File: config.mk
export PLATFORM = sky130hd
export DESIGN_NAME = mult_booth_param
export DESIGN_NICKNAME = d
export VERILOG_FILES = /design/src/rtl/mult_booth_param.sv
export SDC_FILE = /design/constraint.sdc
export NUM_CORES = 1
export LEC_CHECK = 0
export CORE_UTILIZATION = 50
export CTS_CLUSTER_SIZE = 20
export DETAILED_ROUTE_END_ITERATION = 12
export PLACE_DENSITY = 0.75
export SLEW_MARGIN = 15
export SYNTH_ARGS = -nofsm -noshare
export SYNTH_HDL_FRONTEND = slang
export SYNTH_SLANG_ARGS = --single-unit
File: constraint.sdc
create_clock -name clk -period 3.9 [get_ports clk]
set_input_delay 0.78 -clock clk [delete_from_list [all_inputs] [get_ports clk]]
set_output_delay 0.78 -clock clk [all_outputs]
set_load 0.05 [all_outputs]
File: src/rtl/mult_booth_param.sv
`default_nettype none
// ============================================================================
// Module      : mult_booth_param
// Description : Sequential radix-2 Booth multiplier, N-bit operands, 2N-bit
//               product, signed/unsigned per operation, fixed N+1 iterations.
// Revision    : 1.0
// ============================================================================
module mult_booth_param #(
    parameter int N = 4
) (
    input  logic           clk,
    input  logic           reset,
    input  logic           start,
    input  logic           signo,
    input  logic [N-1:0]   valorQ,
    input  logic [N-1:0]   valorM,
    output logic [2*N-1:0] producto,
    output logic           fin,
    output logic           busy
);

    localparam int CW = $clog2(N + 2);

    typedef enum logic [0:0] {
        S_IDLE = 1'b0,
        S_RUN  = 1'b1
    } state_t;

    state_t           r_state;
    state_t           w_state_nxt;
    logic             w_load;
    logic             w_done;

    logic [N:0]       r_a;
    logic [N:0]       r_q;
    logic             r_q1;
    logic [N:0]       r_m;
    logic [CW-1:0]    r_count;
    logic [2*N-1:0]   r_producto;
    logic             r_fin;
    logic             r_busy;

    logic [N:0]       w_sum;
    logic [N:0]       w_q_ext;
    logic [N:0]       w_m_ext;

    // One extra bit keeps -2^(N-1) and 2^N-1 representable in both modes.
    assign w_q_ext = {signo & valorQ[N-1], valorQ};
    assign w_m_ext = {signo & valorM[N-1], valorM};

    always_comb begin
        w_state_nxt = r_state;
        w_load      = 1'b0;
        w_done      = 1'b0;
        case (r_state)
            S_IDLE: begin
                if (start) begin
                    w_state_nxt = S_RUN;
                    w_load      = 1'b1;
                end
            end
            S_RUN: begin
                if (r_count == CW'(1)) begin
                    w_state_nxt = S_IDLE;
                    w_done      = 1'b1;
                end
            end
            default: w_state_nxt = S_IDLE;
        endcase
    end

    always_comb begin
        w_sum = r_a;
        case ({r_q[0], r_q1})
            2'b01:   w_sum = r_a + r_m;
            2'b10:   w_sum = r_a - r_m;
            default: w_sum = r_a;
        endcase
    end

    always_ff @(posedge clk or posedge reset) begin
        if (reset) begin
            r_state    <= S_IDLE;
            r_a        <= '0;
            r_q        <= '0;
            r_q1       <= 1'b0;
            r_m        <= '0;
            r_count    <= '0;
            r_producto <= '0;
            r_fin      <= 1'b0;
            r_busy     <= 1'b0;
        end else begin
            r_state <= w_state_nxt;
            r_fin   <= w_done;
            if (w_load) begin
                r_a     <= '0;
                r_q     <= w_q_ext;
                r_q1    <= 1'b0;
                r_m     <= w_m_ext;
                r_count <= CW'(N + 1);
                r_busy  <= 1'b1;
            end else if (r_state == S_RUN) begin
                r_a     <= {w_sum[N], w_sum[N:1]};
                r_q     <= {w_sum[0], r_q[N:1]};
                r_q1    <= r_q[0];
                r_count <= r_count - CW'(1);
                if (w_done) begin
                    // Low 2N bits of the post-shift {A,Q}.
                    r_producto <= {w_sum[N-1:0], r_q[N:1]};
                    r_busy     <= 1'b0;
                end
            end
        end
    end

    assign producto = r_producto;
    assign fin      = r_fin;
    assign busy     = r_busy;

endmodule
`default_nettype wire

# Yosys cells after proc, flatten, opt, wreduce, memory -nomap -nowiden
# Index checks and enable logic that the tools add are counted.
# totals
wordCells,41
reg_bits,30
output_inout_bits,10
inputBits,12
# op_classes
addsub,3
n_eq_ne,3
reduce_logical,4
muxes,18
n_bitwise,4
# ops
op,n
$mux W5,4
$mux W1,10
$pmux W5 S2,1
$mux W3,2
$add A5 B5 Y5,1
$sub A5 B5 Y5,1
$reduce_bool A2 Y1,2
$eq A3 B1 Y1 const B,1
$reduce_and A3 Y1,1
$sub A3 B1 Y3 const B,1
$and A1 B1 Y1,2
$eq A2 B1 Y1 const B,1
$eq A2 B2 Y1 const B,1
$not A1 Y1,2
$pmux W1 S2,1
$reduce_and A2 Y1,1

# Logic depth before layout (Yosys ltp)
# logic_depth
depth_word,6
depth_mapped,9
depth_no_buf,9

# Worst setup path before layout
# OpenSTA, ideal clock, no wires.
# synth_timing
path_kind,flip-flop to flip-flop
from,register r_q1
to,register r_a[2]
synth_period_minus_slack_ns,1.955
arrival_time_ns,1.824
stages_incl_launch_ff,10
setup_slack_ns,1.945
path_cell_list,dfrtp_1 inv_1 ha_1 mux2_2 inv_1 ha_1 a21o_1 a21oi_1 xor2_1 o21ai_0
# synth_via
elab_chain_cells,4
# synth_rtl
element,line,text
start: declaration,36,logic r_q1;
start signal: assignment,105,r_q1 <= r_q[0];
$eq A2 B2 Y1 or $eq A2 B1 Y1 (tied branches),74,"case ({r_q[0], r_q1})"
$pmux W5 S2 (*),74,
$mux W5 (*),102,end else if (r_state == S_RUN) begin
$mux W5 (*),95,if (w_load) begin
end signal: assignment,103,"r_a <= {w_sum[N], w_sum[N:1]};"
end: declaration,34,logic [N:0] r_a;
# Mark *: on every way between the ends. The rest lies on a longest branch, timed or not. The select of a mux whose other input is x is not followed.
# A chain may end at the register's enable or synchronous reset.

# Worst setup path after layout
# layout_timing
from,input start
to,register r_m[2]
# layout_via
elab_chain_cells,2
# layout_rtl
element,line,text
start: declaration,13,"input logic start,"
$mux W1,57,if (start) begin
$mux W1,55,case (r_state)
end signal: assignment,99,r_m <= w_m_ext;
end: declaration,37,logic [N:0] r_m;
# No other way between the ends.

==> metrics.yaml <==
hold_path_class: "register to register"
period_needed_ns: 2.298
core_um2: 2781
rsz0062_at_grt: "false"
cts-root-buf: "clkbuf_4"
routed_wl_um: 2700
htree_levels: 2
cts_made_buffers: 5
hold_slack_ns: 0.4822
wire_per_inst_um: 13.30
syn_inst: 150
grt_max_degree: 30
cp.arrival_ns: 2.52
finalSetupTns_ns: 0
postCtsHoldBufs: 0
multiInputGateArea_um2: 656.9
regArea_um2: 725.7
tightest_slew_ns: 1.012
drtAntennaViolNets: 0
timing.fmax_ghz: 0.4352
routabilityCongestion: 0.8363
critPathTopFamily: "buffers and inverters"
startpoint_type: "input port"
clock_path_buffers: 2
firstDrtPassIters: 4
grt_antenna_before_repair: 0
nets: 192
avgSynthCellArea_um2: 9.893
outcome: "completed"
slowest_delay_ns: 0.83
setup_viol: 0
path_class: "input port to register"
dp_hpwl_um: 1981
crit_required_ns: 4.12
syn_area_um2: 1484
skew_ns: 0.003143
antenna_cells: 0
fillCellCount: 248
cts_sinks: 29
ioPinCount: 22
vias: 1094
fp-row-count: 19
layout-drive-gt1-share: 0.09302
syn-num-nets: 171
fp.dieH_um: 56.48
via_per_inst: 5.389
grt_pass1_vias: 1099
tritoncts: "built"
cp_cell_sequence: "clkdlybuf4s50_1, nor2b_1, mux2_2"
grt_pass1_wl_um: 4816
mostFrequentLayoutCell: "dfrtp_1"
dieArea_um2: 3189
die_w_um: 56.48
start_util: 0.5335
syn_to_final_growth_pct: 19.65
drc: 0
final_cell_mix: "dfrtp_1, nand2_1, clkdlybuf4s50_1"
first_iter_violations: 20
ctsResizeCount: 0
report.final.slew_viol_count: 0
slowest_stage: "clkdlybuf4s50_1"
clock_latency_ns: 0.33
port-buffer-count: 21
grt_usage: 0.2015
cts_setup_buffers: 0
maxCapViolCount: 0
path_clk_slew_ns: 0.09
slew_headroom: 0.3213
finalHoldViolCount: 0
grt-ovfl-total: 0
fin_crit_sh: 0.5892
ys_warn_count: 0
ys_ff_latch: 29
end_kind: "register"
worstPathMaxFanout: 14
yosysSeqAreaShare: 0.4890
yosysUniqueCellTypes: 32
path_buf_inv: 1
Yosys cell counts:
master    instances  share of area
a21o_1            2          0.010
a21oi_1           8          0.027
a21oi_2           1         0.0059
a311oi_1          1         0.0059
a31oi_1           1         0.0042
and3_1            1         0.0042
buf_2             4          0.013
buf_4             1         0.0051
buf_6             1         0.0076
clkbuf_1          1         0.0025
dfrtp_1          29           0.49
fa_1              1          0.013
ha_1              8          0.067
inv_1            14          0.035
inv_4             1         0.0042
mux2_2            5          0.038
mux2i_1           5          0.034
nand2_1          24          0.061
nand2b_1          1         0.0042
nand3_1           1         0.0034
nor2_1            8          0.020
nor2b_1           2         0.0084
nor3_1            3          0.010
nor3b_1           1         0.0051
o21ai_0          12          0.040
o22ai_1           1         0.0042
o31ai_1           2          0.010
o31ai_2           1         0.0084
or2_4             1         0.0059
or3_1             1         0.0042
xnor2_1           6          0.035
xor2_1            2          0.012
tightest hold or removal path, cell delays in order (launching register included):
cell and delay [ns]:
dfrtp_1 0.35, nand2_1 0.05, nand2_1 0.06
path summary, 6_finish.rpt:
| kind | start | slack (ns) | depth (start not counted) | endpoint |
|---|---|---|---|---|
| min in group asynchronous | reset | 0.88 | 2 | producto[5] |
| worst max-delay path | start | 1.60 | 3 | r_m[2] |
| worst min-delay path | producto[0] | 0.48 | 2 | producto[0] |
| worst min register to register | producto[0] | 0.48 | 2 | producto[0] |
| worst max register to register | r_q1 | 1.74 | 9 | r_a[2] |
| max in group asynchronous | reset | 2.56 | 2 | r_count[0] |
flip-flops by register name, indices dropped and copies added, names as in the netlist:
signal and cells:
r_q 5, r_m 5, fin 1, busy 1
r_a 4, producto 8, r_count 3, r_state 1
r_q1 1
final cells by class:
class | instances | area share
clock buffers | 7 | 0.03101
multi-input cells | 99 | 0.3700
well taps | 31 | 0.02185
clock inverters | 1 | 0.01691
repair buffers | 21 | 0.1184
inverters | 15 | 0.03312
flip-flops and latches | 29 | 0.4087
metal layers:
metal | GRT usage | routed length (um)
met2 | 0.3210 | 1269
met5 | 0 | 0
met3 | 0.08525 | 147
met4 | 0.06969 | 36
met1 | 0.2443 | 1247
per-stage QoR:
step | setup WS [ns] | cells | util | instance area (um2)
2_1_floorplan | 1.945 | 150 | - | 1484
3_3_place_gp | 1.298 | 195 | 0.6077 | 1690
3_5_place_dp | 1.266 | 195 | 0.6077 | 1690
4_1_cts | 1.604 | 203 | 0.6383 | 1775
5_1_grt | 1.502 | 203 | 0.6383 | 1775
6_report | 1.602 | 203 | 0.6383 | 1775
cells by family after synthesis:
family | Yosys count | synth area share
XOR/XNOR | 8 | 0.04722
AND/OR/NAND/NOR | 43 | 0.1265
adder cells (fa/ha/maj) | 9 | 0.08095
flip-flops | 29 | 0.4890
AO/OA/AOI/OAI | 29 | 0.1164
buffers and inverters | 22 | 0.06830
multiplexers | 10 | 0.07167
Power is not shown: default switching activity piles up to over one toggle a cycle in this logic, so the estimate is an artifact.
==> RTL change 1 (same settings) <==
Put one more register stage on the output `busy`, cleared by the reset. The value now appears one clock later. The other outputs are not delayed to match.
--- a/src/rtl/mult_booth_param.sv
+++ b/src/rtl/mult_booth_param.sv
@@ -117,3 +117,9 @@
     assign fin      = r_fin;
-    assign busy     = r_busy;
+    always_ff @(posedge clk or posedge reset) begin
+        if (reset) begin
+            busy <= '0;
+        end else begin
+            busy <= r_busy;
+        end
+    end
 
Behaviour: not the same (Yosys sat finds a counterexample within 4 cycles, from zero or initial values and one cycle with reset high).
==> RTL change 1 against the original RTL <==
The flow now finishes with violations (design-rule violations). Cell area stayed put. Critical endpoint is now r_m[3]$_DFFE_PP0P_. First-iteration DRC count is 60% higher. Die area is 1.6% higher. Maximum frequency is 3.6% lower. Cell count is 0.49% higher. Wire length is 1.6% lower. Synthesized area is 1.7% higher. Sequential cell count is 1 higher. Worst setup slack worse by 0.085 ns.
Power is not shown: default switching activity piles up to over one toggle a cycle in this logic, so the estimate is an artifact.
==> RTL change 1: results (changes against the original RTL) <==
[critical_path]
critPathCaptureType=flip-flop
reg2reg_to=r_a[2]$_DFFE_PP0P_
cpPeakStageDelay_ns=0.85  ; +0.02 ns
crit_slowest_cell=clkdlybuf4s50_1
crit_arrival_ns=2.59  ; +0.07 ns
crit_family=buffers and inverters
reg2reg_depth=9  ; unchanged
cp_max_fo=14  ; unchanged
cp-endpoint=r_m[3]$_DFFE_PP0P_
crit_start=start
r2r_slack_ns=1.78  ; +0.04 ns
r2r-start=r_q1$_DFFE_PP0P_

[detailed_routing]
viasPerCell=5.26  ; -2.3%
dr.pass1.iters=8  ; +4
drt_iter0_drc=32  ; +60%
wl_um=2660  ; -1.6%
route.detailed.drc=6  ; +6

[timing]
finClkSkew_ns=0.00907  ; +0.00593 ns
worst_slew_pin_slew_ns=0.760  ; -0.251 ns
slew_violations=0  ; unchanged

[clock_network]
clockBufferDepth=2  ; unchanged
h-tree-depth=2  ; unchanged
postCtsSetupRepairBufs=0  ; unchanged
cts_buffers=5  ; unchanged

[placement]
place_area_um2=1720  ; +1.5%
place_hpwl_um=1880  ; -5.0%
place_congestion=0.766  ; -8.4%

[synthesis]
yosys_most_used_dff=dfrtp_1
synth-seq-area-share_pct=49.8  ; +0.85 points
syn-num-nets=172  ; +0.58%
synth.area.top_cells=dfrtp_1, ha_1, nand2_1
synth.top_cells.by_count=dfrtp_1, nand2_1, inv_1

[status]
status=finished, violations left
violations=design-rule violations

[global_route]
grt_max_degree=31  ; +3.3%
grt_use_total_pct=18.3  ; -1.8 points
grt_pass1_wl_um=4400  ; -8.7%
grt_pass1_vias=993  ; -9.6%
grt_overflow_total=0  ; unchanged

[final_layout]
fin_nets=193  ; +0.52%
n_antenna_cell=0  ; unchanged
drive_gt1_share_pct=9.83  ; +0.52 points

[min_path]
worstHoldStart=r_busy$_DFFE_PP0P_

[RTL change 1: layer usage]
| layer | wire, µm | global-route usage, % | vias up |
|---|---|---|---|
| met1 | 1190 | 23.5 | 495 |
| met2 | 1270 | 29.2 | 31 |
| met5 | 0 | 0 | - |
| li1 | - | - | 543 |
| met4 | 40 | 8.36 | 0 |
| met3 | 149 | 4.76 | 5 |
[RTL change 1: layout make-up]
cell class	instances	area (µm²)
Fill cell	256	1030
Sequential cell	30	751
Multi-Input combinational cell	99	657
Timing Repair Buffer	21	210
Inverter	15	58.8
Clock buffer	7	55.1
Tap cell	31	38.8
Clock inverter	1	5.00
[RTL change 1: cells by family (layout without fill, tap and decap cells)]
| kind of cell | count (synthesis) | count (layout) | synth area share, % |
|---|---|---|---|
| compound gates | 29 | 29 | 11.4 |
| xor+xnor | 8 | 8 | 4.64 |
| fa+ha+maj | 9 | 9 | 7.96 |
| buf+inv | 22 | 44 | 6.72 |
| flops | 30 | 30 | 49.8 |
| mux | 10 | 10 | 7.05 |
| simple gates | 43 | 43 | 12.4 |
[RTL change 1: how the worst min path moves through the flow]
stage | end | cells after the start | slack (ns)
2_1_floorplan | busy$_DFF_PP0_ | 0 | 0.35
3_3_place_gp | busy$_DFF_PP0_ | 0 | 0.37
6_report | busy$_DFF_PP0_ | 0 | 0.40
3_5_place_dp | busy$_DFF_PP0_ | 0 | 0.38
4_1_cts | busy$_DFF_PP0_ | 0 | 0.41
5_1_grt | busy$_DFF_PP0_ | 0 | 0.42
[RTL change 1: per-stage QoR]
| stage | std cells | setup WS, ns |
|---|---|---|
| 3_5_place_dp | 196 | 1.21 |
| 4_1_cts | 204 | 1.53 |
| 3_3_place_gp | 196 | 1.28 |
| 5_1_grt | 204 | 1.47 |
| 2_1_floorplan | 151 | 1.94 |
| 6_report | 204 | 1.52 |
==> RTL change 2 (config.mk and constraints unchanged) <==
Made on the original files. Reset style: synchronous (`reset`), changed in one clocked block.
--- a/src/rtl/mult_booth_param.sv
+++ b/src/rtl/mult_booth_param.sv
@@ -80,3 +80,3 @@
 
-    always_ff @(posedge clk or posedge reset) begin
+    always_ff @(posedge clk) begin
         if (reset) begin
Formal check against the unedited RTL: differs if reset is asserted again (counterexample within 4 cycles, from zero or initial values and one cycle with reset high); with reset held inactive, the same outputs for 10 cycles.
==> RTL change 2 against the original RTL <==
Synthesized area down 4.6%. Sequential cell count unchanged. Synthesized cell count up 3.3%. Wire length up 10%. Cell area down 3.4%. Largest cell class is now multi-input combinational cells. Hold slack worse by 0.010 ns. Worst setup slack worse by 0.29 ns.
==> RTL change 2: results (changes against the original RTL) <==
[status]
status=finished, final reports clean

[critical_path]
cp_max_fo=11  ; -3
r2r_slack_ns=1.54  ; -0.20 ns
crit_arrival_ns=2.82  ; +0.30 ns
reg2reg_depth=8  ; -1
cpPeakStageDelay_ns=0.75  ; -0.08 ns
r2r-start=r_q[0]$_SDFFE_PP0P_

[global_route]
grt_use_met1_pct=25.4  ; +0.97 points
grtUsageMet3_pct=7.26  ; -1.3 points
grt_pass1_wl_um=5000  ; +3.7%
grt_max_degree=25  ; -17%
use_met2_pct=33.9  ; +1.8 points
grt_pass1_vias=1104  ; +0.45%

[timing]
whs_ns=0.472  ; -0.0104 ns
finClkSkew_ns=0.00871  ; +0.00557 ns
fmax_mhz=387  ; -11%

[final_layout]
nFillCells=220  ; -11%
fin_nets=196  ; +2.1%
drive_gt1_share_pct=7.95  ; -1.3 points

[placement]
detailedPlace.worstSlack_ns=0.975  ; -0.292 ns

[synthesis]
synth.top_cells.by_count=dfxtp_1, nor2_1, a21oi_1, mux2i_1, inv_1
synth.distinct_cells=37  ; +16%
synth-seq-area-share_pct=41.0  ; -7.9 points

[detailed_routing]
drt_iter0_drc=23  ; +15%
viasPerCell=5.53  ; +2.7%

[min_path]
worstHoldStart=producto[6]$_SDFFE_PP0P_

[RTL change 2: changes by cell type after synthesis, moves of 3 or more]
cell      change
a22o_1        +6
dfrtp_1      -29
nor2_1       +20
xnor2_1       -3
a211oi_1      +3
mux2i_1       +5
mux2_2        -3
dfxtp_1      +29
inv_1         -5
o21a_1        +3
nand2_1      -20
nand3_1       +3
clkbuf_1      +4
o21ai_0      -10
[RTL change 2: metrics by stage]
step / cells / utilization [%]
after floorplan: 155 / -
after global placement: 198 / 63.5
after detailed placement: 198 / 63.5
after CTS: 206 / 66.8
after global routing: 206 / 66.8
final: 206 / 66.8
[RTL change 2: logic make-up (layout without fill, tap and decap cells)]
group	Yosys count	in the layout	share of synthesized area, %
multiplexers	12	12	8.66
flip-flops	29	29	41.0
adder cells (fa/ha/maj)	9	9	8.48
XOR/XNOR	4	4	2.47
AO/OA/AOI/OAI	31	31	15.8
AND/OR/NAND/NOR	52	52	18.6
buffers and inverters	18	39	5.03
[RTL change 2: critical path: cells and delay by family]
| family | cells | cell delay (ns) |
|---|---|---|
| AOI/OAI and AO/OA | 1 | 0.21 |
| buffers and inverters | 1 | 0.75 |
| and+or+nand+nor | 3 | 1.07 |
[RTL change 2: layout make-up]
| class | instances | area (µm²) | share of cell area, % |
|---|---|---|---|
| multi-input cells | 108 | 764 | 44.6 |
| flip-flops and latches | 29 | 581 | 33.8 |
| repair buffers | 21 | 210 | 12.3 |
| clock buffers | 7 | 55.1 | 3.21 |
| inverters | 10 | 37.5 | 2.19 |
| well taps | 30 | 37.5 | 2.19 |
| clock inverters | 1 | 30.0 | 1.75 |
[RTL change 2: layer usage]
layer | vias to the layer above | share of wire [%]
li1 | 579 | -
met1 | 523 | 46
met2 | 33 | 48
met3 | 5 | 4.9
met4 | 0 | 1.3
met5 | - | 0
